`src/rtl/sfx_pkg.sv`:
```
// Shared types, constants and the saturating mixer helper for the
// hit/miss sound-effect sequencer.
package sfx_pkg;

   typedef enum logic [1:0] {
      IDLE = 2'd0,
      PLAY = 2'd1,
      GAP  = 2'd2
   } sfx_state_t;

   // Event type stored in the queue.
   localparam logic EVT_HIT  = 1'b0;
   localparam logic EVT_MISS = 1'b1;

   localparam int SAMPLE_W = 32;
   localparam logic signed [SAMPLE_W-1:0] SAT_MAX = 32'sh7FFF_FFFF;
   localparam logic signed [SAMPLE_W-1:0] SAT_MIN = 32'sh8000_0000;

   // Signed add with one guard bit, clamped to the 32-bit sample range.
   function automatic logic signed [SAMPLE_W-1:0] sat32(
      input logic signed [SAMPLE_W-1:0] a,
      input logic signed [SAMPLE_W-1:0] b
   );
      logic signed [SAMPLE_W:0] sum;
      sum = {a[SAMPLE_W-1], a} + {b[SAMPLE_W-1], b};
      if (sum[SAMPLE_W] != sum[SAMPLE_W-1])
         return sum[SAMPLE_W] ? SAT_MIN : SAT_MAX;
      return sum[SAMPLE_W-1:0];
   endfunction

endpackage

```
`src/rtl/sfx_event_fifo.sv`:
```
// Two-entry queue of 1-bit effect types. A miss and a hit arriving on the
// same edge are appended miss first; anything that does not fit is dropped
// and reported with a one-cycle pulse on the following cycle.
module sfx_event_fifo
   import sfx_pkg::*;
(
   input  logic clk,
   input  logic rst_n,
   input  logic push_hit,
   input  logic push_miss,
   input  logic pop,
   output logic empty,
   output logic head,
   output logic dropped
);

   logic [1:0] slot_q, slot_d;     // slot_q[0] is the head
   logic [1:0] count_q, count_d;
   logic       drop_d, dropped_q;

   // Next queue contents: retire the head first, then append miss, then hit.
   always_comb begin
      // NOTE: every output of this block gets a default first so no path
      // leaves a value unassigned and a latch is never inferred.
      slot_d  = slot_q;
      count_d = count_q;
      drop_d  = 1'b0;
      // NOTE: blocking assignments are used on purpose here: the hit append
      // must see the slot and count already updated by the pop and the miss.
      if (pop && (count_q != 2'd0)) begin
         slot_d  = {1'b0, slot_q[1]};
         count_d = count_q - 2'd1;
      end
      if (push_miss) begin
         if (count_d != 2'd2) begin
            slot_d[count_d[0]] = EVT_MISS;
            count_d            = count_d + 2'd1;
         end else begin
            drop_d = 1'b1;
         end
      end
      if (push_hit) begin
         if (count_d != 2'd2) begin
            slot_d[count_d[0]] = EVT_HIT;
            count_d            = count_d + 2'd1;
         end else begin
            drop_d = 1'b1;
         end
      end
   end

   // Queue state and registered drop pulse.
   always_ff @(posedge clk or negedge rst_n) begin
      if (!rst_n) begin
         // NOTE: the two storage slots are reset along with the count; it is
         // only two flops and keeps the head value defined out of reset.
         slot_q    <= '0;
         count_q   <= '0;
         dropped_q <= 1'b0;
      end else begin
         slot_q    <= slot_d;
         count_q   <= count_d;
         dropped_q <= drop_d;
      end
   end

   assign empty   = (count_q == 2'd0);
   assign head    = slot_q[0];
   assign dropped = dropped_q;

endmodule

```
`src/rtl/sfx_sequencer.sv`:
```
// Hit/miss sound-effect sequencer: queues event pulses, plays each as a
// fixed-length square tone, mixes it into the audio sample stream and owns
// the audio FIFO read/write strobes.
// Build option: define SFX_MIC_PASSTHRU_EN to mix the mic samples under the
// tone; without it the output is the tone alone and the input FIFO is drained.
module sfx_sequencer
   import sfx_pkg::*;
#(
   parameter int HIT_HALF_PERIOD  = 6000,
   parameter int MISS_HALF_PERIOD = 12000,
   parameter int HIT_TOGGLES      = 800,
   parameter int MISS_TOGGLES     = 400,
   parameter int GAP_CYCLES       = 250000,
   parameter int AMPLITUDE        = 10000000
) (
   input  logic                       iClock,
   input  logic                       iResetn,
   input  logic                       iHit,
   input  logic                       iMiss,
   input  logic                       iAudioInAvailable,
   input  logic                       iAudioOutAllowed,
   input  logic signed [SAMPLE_W-1:0] iLeftIn,
   input  logic signed [SAMPLE_W-1:0] iRightIn,
   output logic                       oReadAudioIn,
   output logic                       oWriteAudioOut,
   output logic signed [SAMPLE_W-1:0] oLeftOut,
   output logic signed [SAMPLE_W-1:0] oRightOut,
   output logic                       oBusy,
   output logic                       oDropped
);

   sfx_state_t  state_q;
   logic        phase_q;
   logic        cur_evt_q;
   logic [31:0] cyc_cnt_q;
   logic [31:0] tog_cnt_q;

   logic        fifo_empty;
   logic        fifo_head;
   logic        pop;

   logic [31:0] half_last;
   logic [31:0] tog_limit;
   logic signed [SAMPLE_W-1:0] tone;
   logic signed [SAMPLE_W-1:0] mic_left;
   logic signed [SAMPLE_W-1:0] mic_right;

   assign pop = (state_q == IDLE) && !fifo_empty;

   sfx_event_fifo u_event_fifo (
      .clk       (iClock),
      .rst_n     (iResetn),
      .push_hit  (iHit),
      .push_miss (iMiss),
      .pop       (pop),
      .empty     (fifo_empty),
      .head      (fifo_head),
      .dropped   (oDropped)
   );

   // Timing limits of the effect currently playing.
   always_comb begin
      if (cur_evt_q == EVT_MISS) begin
         half_last = 32'(MISS_HALF_PERIOD - 1);
         tog_limit = 32'(MISS_TOGGLES);
      end else begin
         half_last = 32'(HIT_HALF_PERIOD - 1);
         tog_limit = 32'(HIT_TOGGLES);
      end
   end

   // Effect FSM: pop from IDLE, play the square tone, then rest in GAP.
   always_ff @(posedge iClock or negedge iResetn) begin
      if (!iResetn) begin
         state_q   <= IDLE;
         phase_q   <= 1'b1;
         cur_evt_q <= EVT_HIT;
         cyc_cnt_q <= '0;
         tog_cnt_q <= '0;
      end else begin
         case (state_q)
            IDLE: begin
               if (!fifo_empty) begin
                  state_q   <= PLAY;
                  cur_evt_q <= fifo_head;
                  phase_q   <= 1'b1;
                  cyc_cnt_q <= '0;
                  tog_cnt_q <= '0;
               end
            end
            PLAY: begin
               if (cyc_cnt_q == half_last) begin
                  cyc_cnt_q <= '0;
                  phase_q   <= ~phase_q;
                  tog_cnt_q <= tog_cnt_q + 32'd1;
                  if (tog_cnt_q + 32'd1 == tog_limit)
                     state_q <= fifo_empty ? IDLE : GAP;
               end else begin
                  cyc_cnt_q <= cyc_cnt_q + 32'd1;
               end
            end
            GAP: begin
               if (cyc_cnt_q == 32'(GAP_CYCLES - 1)) begin
                  cyc_cnt_q <= '0;
                  state_q   <= IDLE;
               end else begin
                  cyc_cnt_q <= cyc_cnt_q + 32'd1;
               end
            end
            default: state_q <= IDLE;
         endcase
      end
   end

   // Square-wave tone term, silent outside PLAY.
   always_comb begin
      tone = '0;
      if (state_q == PLAY)
         tone = phase_q ? AMPLITUDE : -AMPLITUDE;
   end

`ifdef SFX_MIC_PASSTHRU_EN
   assign mic_left       = iLeftIn;
   assign mic_right      = iRightIn;
   assign oReadAudioIn   = iAudioInAvailable & iAudioOutAllowed;
   assign oWriteAudioOut = iAudioInAvailable & iAudioOutAllowed;
`else
   // Mic samples are read and thrown away; only the tone reaches the output.
   logic unused_mic;
   assign unused_mic     = ^{iLeftIn, iRightIn};
   assign mic_left       = '0;
   assign mic_right      = '0;
   assign oReadAudioIn   = iAudioInAvailable;
   assign oWriteAudioOut = iAudioOutAllowed;
`endif

   assign oLeftOut  = sat32(mic_left, tone);
   assign oRightOut = sat32(mic_right, tone);
   assign oBusy     = (state_q != IDLE);

endmodule

```
`config.mk`:
```
export PLATFORM = sky130hd
export DESIGN_NAME = sfx_sequencer
export DESIGN_NICKNAME = d
export VERILOG_FILES = /design/src/rtl/sfx_pkg.sv /design/src/rtl/sfx_event_fifo.sv /design/src/rtl/sfx_sequencer.sv
export SDC_FILE = /design/constraint.sdc
export NUM_CORES = 1
export LEC_CHECK = 0
export CAP_MARGIN = 20
export CORE_ASPECT_RATIO = 0.6
export CORE_UTILIZATION = 44
export DETAILED_ROUTE_END_ITERATION = 6
export PLACE_DENSITY = 0.8
export SETUP_SLACK_MARGIN = 0.02
export SLEW_MARGIN = 20
export SYNTH_ARGS = -nofsm -noshare
export SYNTH_HDL_FRONTEND = slang
export SYNTH_HIERARCHICAL = 1
export SYNTH_SLANG_ARGS = --single-unit
```
`constraint.sdc`:
```
create_clock -name iClock -period 6.2 [get_ports iClock]
set_input_delay 1.55 -clock iClock [delete_from_list [all_inputs] [get_ports iClock]]
set_output_delay 1.55 -clock iClock [all_outputs]
set_load 0.005 [all_outputs]
```
**Word level (Yosys, flattened, before mapping)**

Index checks and enable logic that the tools add are counted.

- Word-level logic and storage cells: 85
- Register bits: 73
- Input port bits: 70

- $add $sub $neg: 5
- Bitwise gates (word level): 5
- Multiplexer cells: 37
- Reduce and logical (&&, ||, !) cells: 15
- Eq/ne operators: 11
- $lt $le $gt $ge: 4

Operators by type and width:

| kind | number |
|---|---|
| $mux 32 | 6 |
| $pmux 32 s3 | 1 |
| $add 32x1->32 const B | 2 |
| $pmux 32 s2 | 1 |
| $eq 32x10->1 | 1 |
| $eq 32x14->1 | 1 |
| $eq 32x18->1 const B | 1 |
| $mux 2 | 15 |
| $mux 14 | 1 |
| $ne 2x2->1 const B | 6 |
| $mux 10 | 1 |
| $mux 1 | 8 |
| $pmux 2 s3 | 1 |
| $reduce_bool 2->1 | 3 |
| $add 2x1->2 const B | 2 |
| $logic_and 1x1->1 | 4 |
| $logic_not 2->1 | 2 |
| $lt 1x2->1 const B | 2 |
| $reduce_and 2->1 | 2 |
| $reduce_and 4->1 | 1 |
| $reduce_and 3->1 | 1 |
| $reduce_bool 3->1 | 1 |
| $and 2x2->2 | 1 |
| $demux 1 s1 | 2 |
| 9 further kinds | 11 |

**Logic depth before layout (Yosys ltp)**

Gate-level depths: netlist of run 1.

- Word-level depth: 16
- Depth in mapped cells: 16
- Gate-level depth less buffers: 15

**By module**

Netlist of run 1, hierarchy kept.

Modules (own cells, without submodules):

| module | instances | sequential area each (sq um) | cells an instance | area an instance (sq um) |
|---|---|---|---|---|
| sfx_sequencer | 1 | 1702.9 | 648 | 5258.8 |
| sfx_event_fifo | 1 | 125.1 | 39 | 385.4 |

**Least setup slack after synthesis of run 1**

Ideal clock, no wire load.

- Path kind: flip-flop to output port
- From: register state_q[1]
- To: output oLeftOut[11]
- Data required time: 4.650 ns
- Cell stages (with the launch flop): 7
- Arrival: 2.523 ns
- Path slack: 2.127 ns
- Cell sequence: dfrtp_1 -> inv_1 -> ha_1 -> clkinv_1 -> clkbuf_1 -> nor2_1 -> buf_4

- Cells in the longest elaborated chain, start to end: 2

Ends and longest elaborated chain:

| item | line | source |
|---|---|---|
| start: declaration | sfx_sequencer.sv:32 | `sfx_state_t state_q;` |
| start signal: assignment | sfx_sequencer.sv:97 | `state_q <= fifo_empty ? IDLE : GAP;` |
| $eq 2x1->1 | sfx_sequencer.sv:118 | `if (state_q == PLAY)` |
| $mux 32 | sfx_sequencer.sv:118 |  |
| end: declaration | sfx_sequencer.sv:26 | `output logic signed [SAMPLE_W-1:0] oLeftOut,` |

Every way passes these cells.

**Worst setup path after layout of run 1**

- From: register state_q[1]
- To: output oLeftOut[19]

Same word-level chain as after synthesis.

==> flow_summary.json, run 1 <==
{
  "status": "finished clean",
  "dp.cells": 815,
  "synth_compound_area_share_pct": 18.5,
  "io_pins": 138,
  "min_from": "cyc_cnt_q[31]",
  "finalHoldViolCount": 0,
  "hold_depth": 1,
  "ys_top_cells_by_count": "80 x nand2_1, 72 x dfrtp_1, 65 x buf_4",
  "yosys.area_share.simple_pct": 28.7,
  "synthCells": 687,
  "num_rows": 31,
  "synth-xor-area-share_pct": 2.79,
  "yosysWarnings": 6,
  "arrival_ns": 2.45,
  "cpPeakStageDelay_ns": 0.59,
  "post_layout_nonfiller_instances": 831,
  "nets": 741,
  "vdd_ir_drop_max_mv": 0.248,
  "drv_cap": 0,
  "cts_hold_buf": 0,
  "grt_pass1_vias": 4348,
  "synth_area_um2": 5640,
  "fin_skew_ns": 0.00597,
  "holdPathEnd": "cyc_cnt_q[31]",
  "yosysMostFrequentCell": "nand2_1",
  "synth_largest_area_cell": "dfrtp_1",
  "synth_ff_type": "dfrtp_1",
  "critPathRequiredTime_ns": 4.65,
  "clk-insertion-delay-late_ns": 0.34,
  "r2r-start": "tog_cnt_q[0]",
  "end_kind": "primary output",
  "ys_async_sr_fraction_pct": 100,
  "fin_crit_sh_pct": 64.4,
  "path_max_fanout": 23,
  "crit_type": "register to primary output",
  "vias": 4976,
  "die_area_um2": 13300,
  "worst_slew_pin_slew_ns": 0.995,
  "grt_pass1_wl_um": 22700,
  "clk_pin_slew_worst_paths_ns": 0.06,
  "grt_max_degree": 74,
  "dr.pass1.iters": 5,
  "drc": 0,
  "dp.final_hpwl_um": 9490,
  "setup_viol_count_final": 0,
  "synthTopCellsByArea": "dfrtp_1 32%, buf_4 8.6%, nand2_1 5.3%, nand3_1 3.8%, o21ai_0 3.4%",
  "rsz0062_at_grt": "no",
  "clock-sinks": 73,
  "worstPathCellList": "inv_1, ha_1, buf_4, and2_1, clkdlybuf4s50_1",
  "cts_tree": "done",
  "coreArea_um2": 12300,
  "r2r-end": "state_q[1]",
  "drt_iter0_markers": 492,
  "ff2ff_setup_slack_ns": 2.68,
  "drive_gt1_share_pct": 6.61,
  "postCtsSetupRepairBufs": 0,
  "period_needed_ns": 4.00,
  "crit_slowest_cell": "clkdlybuf4s50_1",
  "ys_seq_area_share_pct": 32.4,
  "slew_viol_final": 0,
  "slew_headroom_pct": 33.7,
  "cts_inserted_buffers": 9,
  "io_buffers": 55,
  "antenna_found_initial": 0,
  "root_buffer": "clkbuf_16",
  "routed_wl_um": 13700,
  "synth_edf_count": 0,
  "area_growth_pct": 8.60,
  "n_antenna_cell": 0,
  "avgRoutedWirePerCell_um": 16.5,
  "hold_class": "register to register",
  "syn_area_per_cell_um2": 8.22,
  "cts_max_level": 3,
  "finalWeightedCongestion": 0.939,
  "crit_path_start_kind": "register",
  "synth_mux_area_share_pct": 2.08,
  "r2r_cells": 9,
  "die_height_um": 89.7,
  "synth-adder-area-share_pct": 2.22,
  "fill_cells": 1113,
  "synth_top_family_by_area": "simple AND/OR/NAND/NOR gates",
  "postRouteAntennaNets": 0,
  "ctsLongestPathBuffers": 2,
  "synth_top_area_share_pct": 31.9,
  "grt-ovfl-total": 0,
  "fmax_ghz": 0.250,
  "path_delay_family": "buffers and inverters",
  "vias_per_cell": 5.99,
  "setup_tns_ns": 0,
  "postCtsResizedCells": 0,
  "power_density_nw_per_um2": 376,
  "grt_util_all_layers_pct": 21.2,
  "total_power_uw": 2300,
  "initial_utilization_pct": 45.9,
  "synthDistinctLibCells": 72,
  "synth_seq_cells": 73,
  "p_leak_uw": 0.00249,
  "die_w_um": 148,
  "path_buf_inv": 3
}
cell type report:
cell class                 instances  area, um2  share of cell area [%]
multi-input combinational        501       3130                    51.0
inverter                          16       60.1                   0.980
timing repair buffer              60        586                    9.55
clock inverter                     4       76.3                    1.25
clock buffer                      12        246                    4.02
tap                              165        206                    3.37
sequential                        73       1830                    29.8
worst max-delay path by stage:
stage,from,to,slack (ns),cells after the start
6_report,state_q[1],oLeftOut[19],2.20,5
5_1_grt,state_q[1],oRightOut[9],2.06,5
3_5_place_dp,state_q[1],oRightOut[28],2.28,5
2_1_floorplan,state_q[1],oLeftOut[11],2.13,6
4_1_cts,state_q[1],oRightOut[28],1.93,5
3_3_place_gp,state_q[1],oLeftOut[27],2.42,5
report_power, final:
| part | leakage [uW] | switching [uW] | internal [uW] | total (uW) |
|---|---|---|---|---|
| sequential | 0.000993 | 91.8 | 529 | 620 |
| combinational | 0.00134 | 588 | 524 | 1110 |
| clock | 0.000153 | 205 | 364 | 570 |
per-layer routing:
metal / vias up / global-route usage (%) / routed length, um
met5: - / 0 / 0
met4: 0 / 4.55 / 132
met1: 2342 / 32.7 / 6680
li1: 2384 / - / -
met2: 234 / 29.1 / 5680
met3: 16 / 5.43 / 1200
per-stage QoR:
stage | setup WS [ns] | cell area [um2] | hold slack, ns | util [%]
after global placement | 2.42 | 5800 | 0.471 | 47.2
after floorplan | 2.13 | 5690 | 0.453 | -
after CTS | 1.93 | 6120 | 0.498 | 49.8
after global routing | 2.06 | 6130 | 0.536 | 49.9
after detailed placement | 2.28 | 5800 | 0.491 | 47.2
final | 2.20 | 6130 | 0.496 | 49.9
kinds of logic (layout without fill, tap and decap cells):
family | count (synthesis) | after routing
other | 1 | 14
flip-flops | 73 | 73
XOR/XNOR | 18 | 18
buffers and inverters | 126 | 92
AO/OA/AOI/OAI | 153 | 153
adder cells (fa/ha/maj) | 10 | 10
AND/OR/NAND/NOR | 295 | 295
multiplexers | 11 | 11
registers in the layout, summed over array words and instances, names as in the netlist:
| register | cells |
|---|---|
| u_event_fifo/count_q | 2 |
| cur_evt_q | 1 |
| cyc_cnt_q | 32 |
| tog_cnt_q | 32 |
| u_event_fifo/slot_q | 2 |
| phase_q | 1 |
| u_event_fifo/dropped | 1 |
| state_q | 2 |
layout by cell type, fill, tap and decap left out, types with 13 or more instances in the layout:
cell / instances
and3_1: 17
nand2_1: 80
nor2_1: 27
nor3_1: 32
a22o_1: 15
clkdlybuf4s50_1: 54
nand4_1: 22
conb_1: 14
nand3_1: 43
inv_1: 13
o21ai_0: 38
dfrtp_1: 72
a21o_1: 14
a21oi_1: 24
o31ai_1: 21
No activity file was read; power rests on OpenSTA's default activity.
==> run 2, diff against run 1 <==
- PLACE_DENSITY: 0.8 -> 0.83
- clock period: 6.2 -> 3.35 ns (I/O delays scaled with it)
==> flow_summary.json, run 2 (synthesized netlist as in run 1, its figures left out) <==
{
  "finalHoldViolCount": 0,
  "crit_path_start_kind": "register",
  "dp.cells": 834,
  "setup_viol_count_final": 0,
  "cts_inserted_buffers": 9,
  "slew_headroom_pct": 36.0,
  "final_common_cell": "nand2_1",
  "drive_gt1_share_pct": 9.93,
  "fin_crit_sh_pct": 95.9,
  "avgRoutedWirePerCell_um": 16.6,
  "drc": 0,
  "root_buffer": "clkbuf_16",
  "grt_pass1_vias": 4561,
  "worst_slew_pin_slew_ns": 0.960,
  "die_area_um2": 13300,
  "power_density_nw_per_um2": 706,
  "clk-insertion-delay-late_ns": 0.35,
  "vias_per_cell": 5.96,
  "status": "finished clean",
  "dpl-instance-area_um2": 5940,
  "drt_iter0_markers": 667,
  "postRouteAntennaNets": 0,
  "hold_depth": 1,
  "end_kind": "register",
  "arrival_ns": 3.44,
  "total_power_uw": 4440,
  "grt_pass1_wl_um": 23700,
  "io_pins": 138,
  "routed_wl_um": 14100,
  "die_height_um": 89.7,
  "drv_cap": 0,
  "vias": 5067,
  "cpPeakStageDelay_ns": 0.54,
  "final_cell_mix": "80 x nand2_1, 70 x dfrtp_1, 54 x clkdlybuf4s50_1, 43 x nand3_1, 38 x o21ai_0",
  "cts_max_level": 3,
  "r2r_cells": 9,
  "grt_max_degree": 74,
  "dp.final_hpwl_um": 9910,
  "hold_class": "register to register",
  "fill_cells": 1098,
  "area_growth_pct": 11.6,
  "initial_utilization_pct": 45.9,
  "nets": 760,
  "pre_cts_ws_ns": 0.149,
  "coreArea_um2": 12300,
  "crit_slowest_cell": "or4_4",
  "slew_viol_final": 0,
  "final_area_um2": 6300,
  "die_w_um": 148,
  "critPathRequiredTime_ns": 3.57,
  "n_antenna_cell": 0,
  "ctsLongestPathBuffers": 2,
  "worstPathCellList": "ha_1, nand3_4, or3_4, nor3b_4, nand4_1, a2111o_1, or4_4, a21bo_1, mux2i_1",
  "dr.pass1.iters": 7,
  "finalWorstSetupSlack_ns": 0.136,
  "post_layout_nonfiller_instances": 850,
  "period_needed_ns": 3.21,
  "cts_tree": "done",
  "num_rows": 31,
  "fin_skew_ns": 0.00675,
  "crit_type": "register to register",
  "fmax_ghz": 0.311,
  "grt_util_all_layers_pct": 22.3,
  "io_buffers": 55,
  "setup_tns_ns": 0,
  "rsz0062_at_grt": "no",
  "finalWeightedCongestion": 0.956,
  "p_leak_uw": 0.00259,
  "path_max_fanout": 8,
  "clk_pin_slew_worst_paths_ns": 0.06,
  "antenna_found_initial": 0,
  "clock-sinks": 73,
  "grt-ovfl-total": 0,
  "vdd_ir_drop_max_mv": 0.590,
  "reg_top3": "cyc_cnt_q (32), tog_cnt_q (32)"
}
==> run 2: cell count changes in the layout (fill, tap and decap cells not counted) <==
cell | before | now
and4_2 | 0 | 1
clkbuf_1 | 2 | 1
buf_4 | 6 | 25
clkinv_4 | 1 | 0
nor2_4 | 1 | 0
clkinv_2 | 0 | 1
and4_1 | 8 | 7
bufinv_16 | 2 | 3
nor4_2 | 0 | 1
dfrtp_1 | 72 | 70
nor2_2 | 0 | 1
nor4_1 | 10 | 9
dfrtp_2 | 0 | 2
==> run 2: per-layer routing <==
layer / GRT usage (%) / vias up / share of wire, %
li1: - / 2422 / -
met1: 33.4 / 2374 / 49
met2: 29.4 / 238 / 39
met3: 7.66 / 33 / 9.6
met4: 6.96 / 0 / 1.8
met5: 0 / - / 0
==> run 2: area by class of cell <==
| class | instances | area [um2] | area share (%) |
|---|---|---|---|
| clock buffer | 11 | 243 | 3.85 |
| clock inverter | 5 | 103 | 1.63 |
| inverter | 16 | 60.1 | 0.953 |
| multi-input combinational | 501 | 3130 | 49.7 |
| sequential | 73 | 1830 | 29.1 |
| tap | 165 | 206 | 3.28 |
| timing repair buffer | 79 | 728 | 11.6 |
==> run 2: critical path: cells and delay by family, from the launching register on <==
kind / cells / cell delay (ns)
fa+ha+maj: 1 / 0.28
compound gates: 2 / 0.69
mux: 1 / 0.12
simple gates: 5 / 1.49
flops: 1 / 0.51
==> run 2: metrics by stage <==
stage	util (%)	hold slack, ns
floorplan	-	0.453
global placement	48.3	0.477
detailed placement	48.3	0.487
CTS	51.2	0.499
global route	51.2	0.527
finish	51.2	0.497
==> run 2: report_power, final <==
group | switching (uW) | internal [uW]
combinational | 1130 | 1050
sequential | 154 | 981
clock | 378 | 746
==> run 2: final timing paths <==
check | from | slack [ns] | to
hold / removal | cyc_cnt_q[31] | 0.50 | cyc_cnt_q[31]
hold reg to reg | cyc_cnt_q[31] | 0.50 | cyc_cnt_q[31]
min in group asynchronous | iResetn | 0.64 | cyc_cnt_q[19]
setup reg to reg | tog_cnt_q[0] | 0.14 | state_q[0]
max in group asynchronous | iResetn | 2.06 | tog_cnt_q[1]
setup / recovery | tog_cnt_q[0] | 0.14 | state_q[0]
==> run 2: repair_timing <==
action,4_1_cts,5_1_grt
endpoints found under the setup margin,0,2
hold buffers,0,0
setup buffers,0,0
resized for setup,0,4
==> run 3, diff against run 2 <==
- CORE_ASPECT_RATIO: 0.6 -> 0.9
==> flow_summary.json, run 3 (synthesized netlist as in run 1, its figures left out) <==
{
  "status": "finished clean",
  "nets": 761,
  "pre_cts_ws_ns": 0.299,
  "crit_slowest_cell": "dfrtp_1",
  "drv_cap": 0,
  "worst_slew_pin_slew_ns": 0.907,
  "fin_skew_ns": 0.00591,
  "final_common_cell": "nand2_1",
  "drive_gt1_share_pct": 9.77,
  "p_sw_share_pct": 36.8,
  "vias_per_cell": 5.78,
  "root_buffer": "clkbuf_16",
  "ctsLongestPathBuffers": 2,
  "cts_max_level": 3,
  "cts_hold_buf": 0,
  "end_kind": "register",
  "fmax_ghz": 0.322,
  "fin_crit_sh_pct": 92.6,
  "switchingPower_uw": 1620,
  "path_max_fanout": 11,
  "coreArea_um2": 12300,
  "p_leak_uw": 0.00260,
  "setup_viol_count_final": 0,
  "finalWeightedCongestion": 0.917,
  "path_buf_inv": 0,
  "hold_class": "register to register",
  "fill_cells": 1142,
  "num_rows": 38,
  "clkPwrFrac_pct": 25.9,
  "slew_headroom_pct": 39.5,
  "grt_max_degree": 74,
  "avgRoutedWirePerCell_um": 14.6,
  "grt-ovfl-total": 0,
  "p_comb_share_pct": 49.2,
  "dp.final_hpwl_um": 8490,
  "antenna_found_initial": 0,
  "worstPathCellList": "nand3_1, or3_4, a2111oi_2, nor3_1, a2111o_1, or4_4, a21bo_1, mux2i_1",
  "io_pins": 138,
  "clk_pin_slew_worst_paths_ns": 0.06,
  "vias": 4888,
  "io_buffers": 55,
  "p_int_uw": 2780,
  "r2r-start": "tog_cnt_q[4]",
  "cts_inserted_buffers": 9,
  "die_w_um": 121,
  "die_height_um": 109,
  "grt_pass1_vias": 4179,
  "setup_tns_ns": 0,
  "postRouteAntennaNets": 0,
  "grt_util_all_layers_pct": 19.4,
  "power_density_nw_per_um2": 698,
  "arrival_ns": 3.32,
  "path_delay_family": "simple AND/OR/NAND/NOR gates",
  "n_antenna_cell": 0,
  "drc": 0,
  "rsz0062_at_grt": "no",
  "r2r-end": "state_q[0]",
  "dr.pass1.iters": 5,
  "critPathCapture": "state_q[0]",
  "cpPeakStageDelay_ns": 0.60,
  "area_growth_pct": 11.6,
  "crit_path_start_kind": "register",
  "period_needed_ns": 3.10,
  "postCtsResizedCells": 0,
  "critPathRequiredTime_ns": 3.57,
  "crit_start": "tog_cnt_q[4]",
  "final_cell_mix": "79 x nand2_1, 72 x dfrtp_1, 54 x clkdlybuf4s50_1, 43 x nand3_1, 38 x o21ai_0",
  "ff2ff_setup_slack_ns": 0.25,
  "reg_top3": "cyc_cnt_q (32), tog_cnt_q (32)",
  "postCtsSetupRepairBufs": 0,
  "vdd_ir_drop_max_mv": 0.546,
  "grt_pass1_wl_um": 20700,
  "crit_type": "register to register",
  "die_area_um2": 13300,
  "min_from": "phase_q",
  "finalWorstSetupSlack_ns": 0.246,
  "cts_tree": "done",
  "routed_wl_um": 12400,
  "crit_cells": 8,
  "pwr-share-seq_pct": 24.9,
  "slew_viol_final": 0,
  "r2r_cells": 8,
  "clk-insertion-delay-late_ns": 0.34,
  "finalHoldViolCount": 0,
  "initial_utilization_pct": 46.0,
  "clock-sinks": 73,
  "drt_iter0_markers": 307
}
-- run 3: cell types whose count changed in the layout (fill, tap and decap cells not counted) --
cell      before  now
inv_6          0    3
dfrtp_1       70   72
dfrtp_2        2    0
and4_1         7    8
and4_2         1    0
buf_4         25   26
clkbuf_1       1    0
clkbuf_8       1    0
clkinv_2       1    0
nand2_1       80   79
nand2_2        0    1
nor4_1         9   10
nor4_2         1    0
-- run 3: worst reg2reg max path, delay by kind of cell (launching register included) --
family	cells	cell delay [ns]
AOI/OAI and AO/OA	3	0.98
DFF	1	0.60
muxes	1	0.12
and+or+nand+nor	4	1.28
-- run 3: area by class of cell --
| type | instances | area, um2 | area share [%] |
|---|---|---|---|
| Clock buffer | 9 | 225 | 3.58 |
| Clock inverter | 7 | 124 | 1.97 |
| Inverter | 16 | 60.1 | 0.954 |
| Multi-Input combinational cell | 501 | 3120 | 49.6 |
| Sequential cell | 73 | 1830 | 29.0 |
| Tap cell | 160 | 200 | 3.18 |
| Timing Repair Buffer | 80 | 736 | 11.7 |
-- run 3: worst min-delay path by stage --
stage                     to  cells past startpoint
2_1_floorplan  cyc_cnt_q[31]                      1
3_3_place_gp         phase_q                      2
3_5_place_dp   cyc_cnt_q[31]                      1
4_1_cts        cyc_cnt_q[31]                      1
5_1_grt        cyc_cnt_q[31]                      1
6_report             phase_q                      2
-- run 3: routing by layer --
layer  track usage [%]  share of wire (%)  vias to the layer above
li1                  -                  -                     2413
met1              28.3                 50                     2308
met2              29.0                 43                      155
met3              3.37                5.5                       12
met4              6.17                1.3                        0
met5                 0                  0                        -
-- run 3: power groups by stage --
| stage | Sequential, uW | Clock (uW) | Combinational [uW] |
|---|---|---|---|
| floorplan | 1040 | 0 | 1650 |
| global placement | 1100 | 0 | 2130 |
| detailed placement | 1100 | 0 | 2160 |
| CTS | 1090 | 1160 | 2170 |
| global route | 1110 | 1190 | 2390 |
| finish | 1090 | 1140 | 2160 |
-- run 3: stage by stage --
step	util, %	cells	total power [uW]	area [um2]	hold WS (ns)
2_1_floorplan	-	700	2690	5700	0.453
3_3_place_gp	48.5	830	3240	5950	0.478
3_5_place_dp	48.5	830	3270	5950	0.485
4_1_cts	51.3	846	4420	6290	0.497
5_1_grt	51.3	846	4690	6300	0.520
6_report	51.3	846	4400	6300	0.495
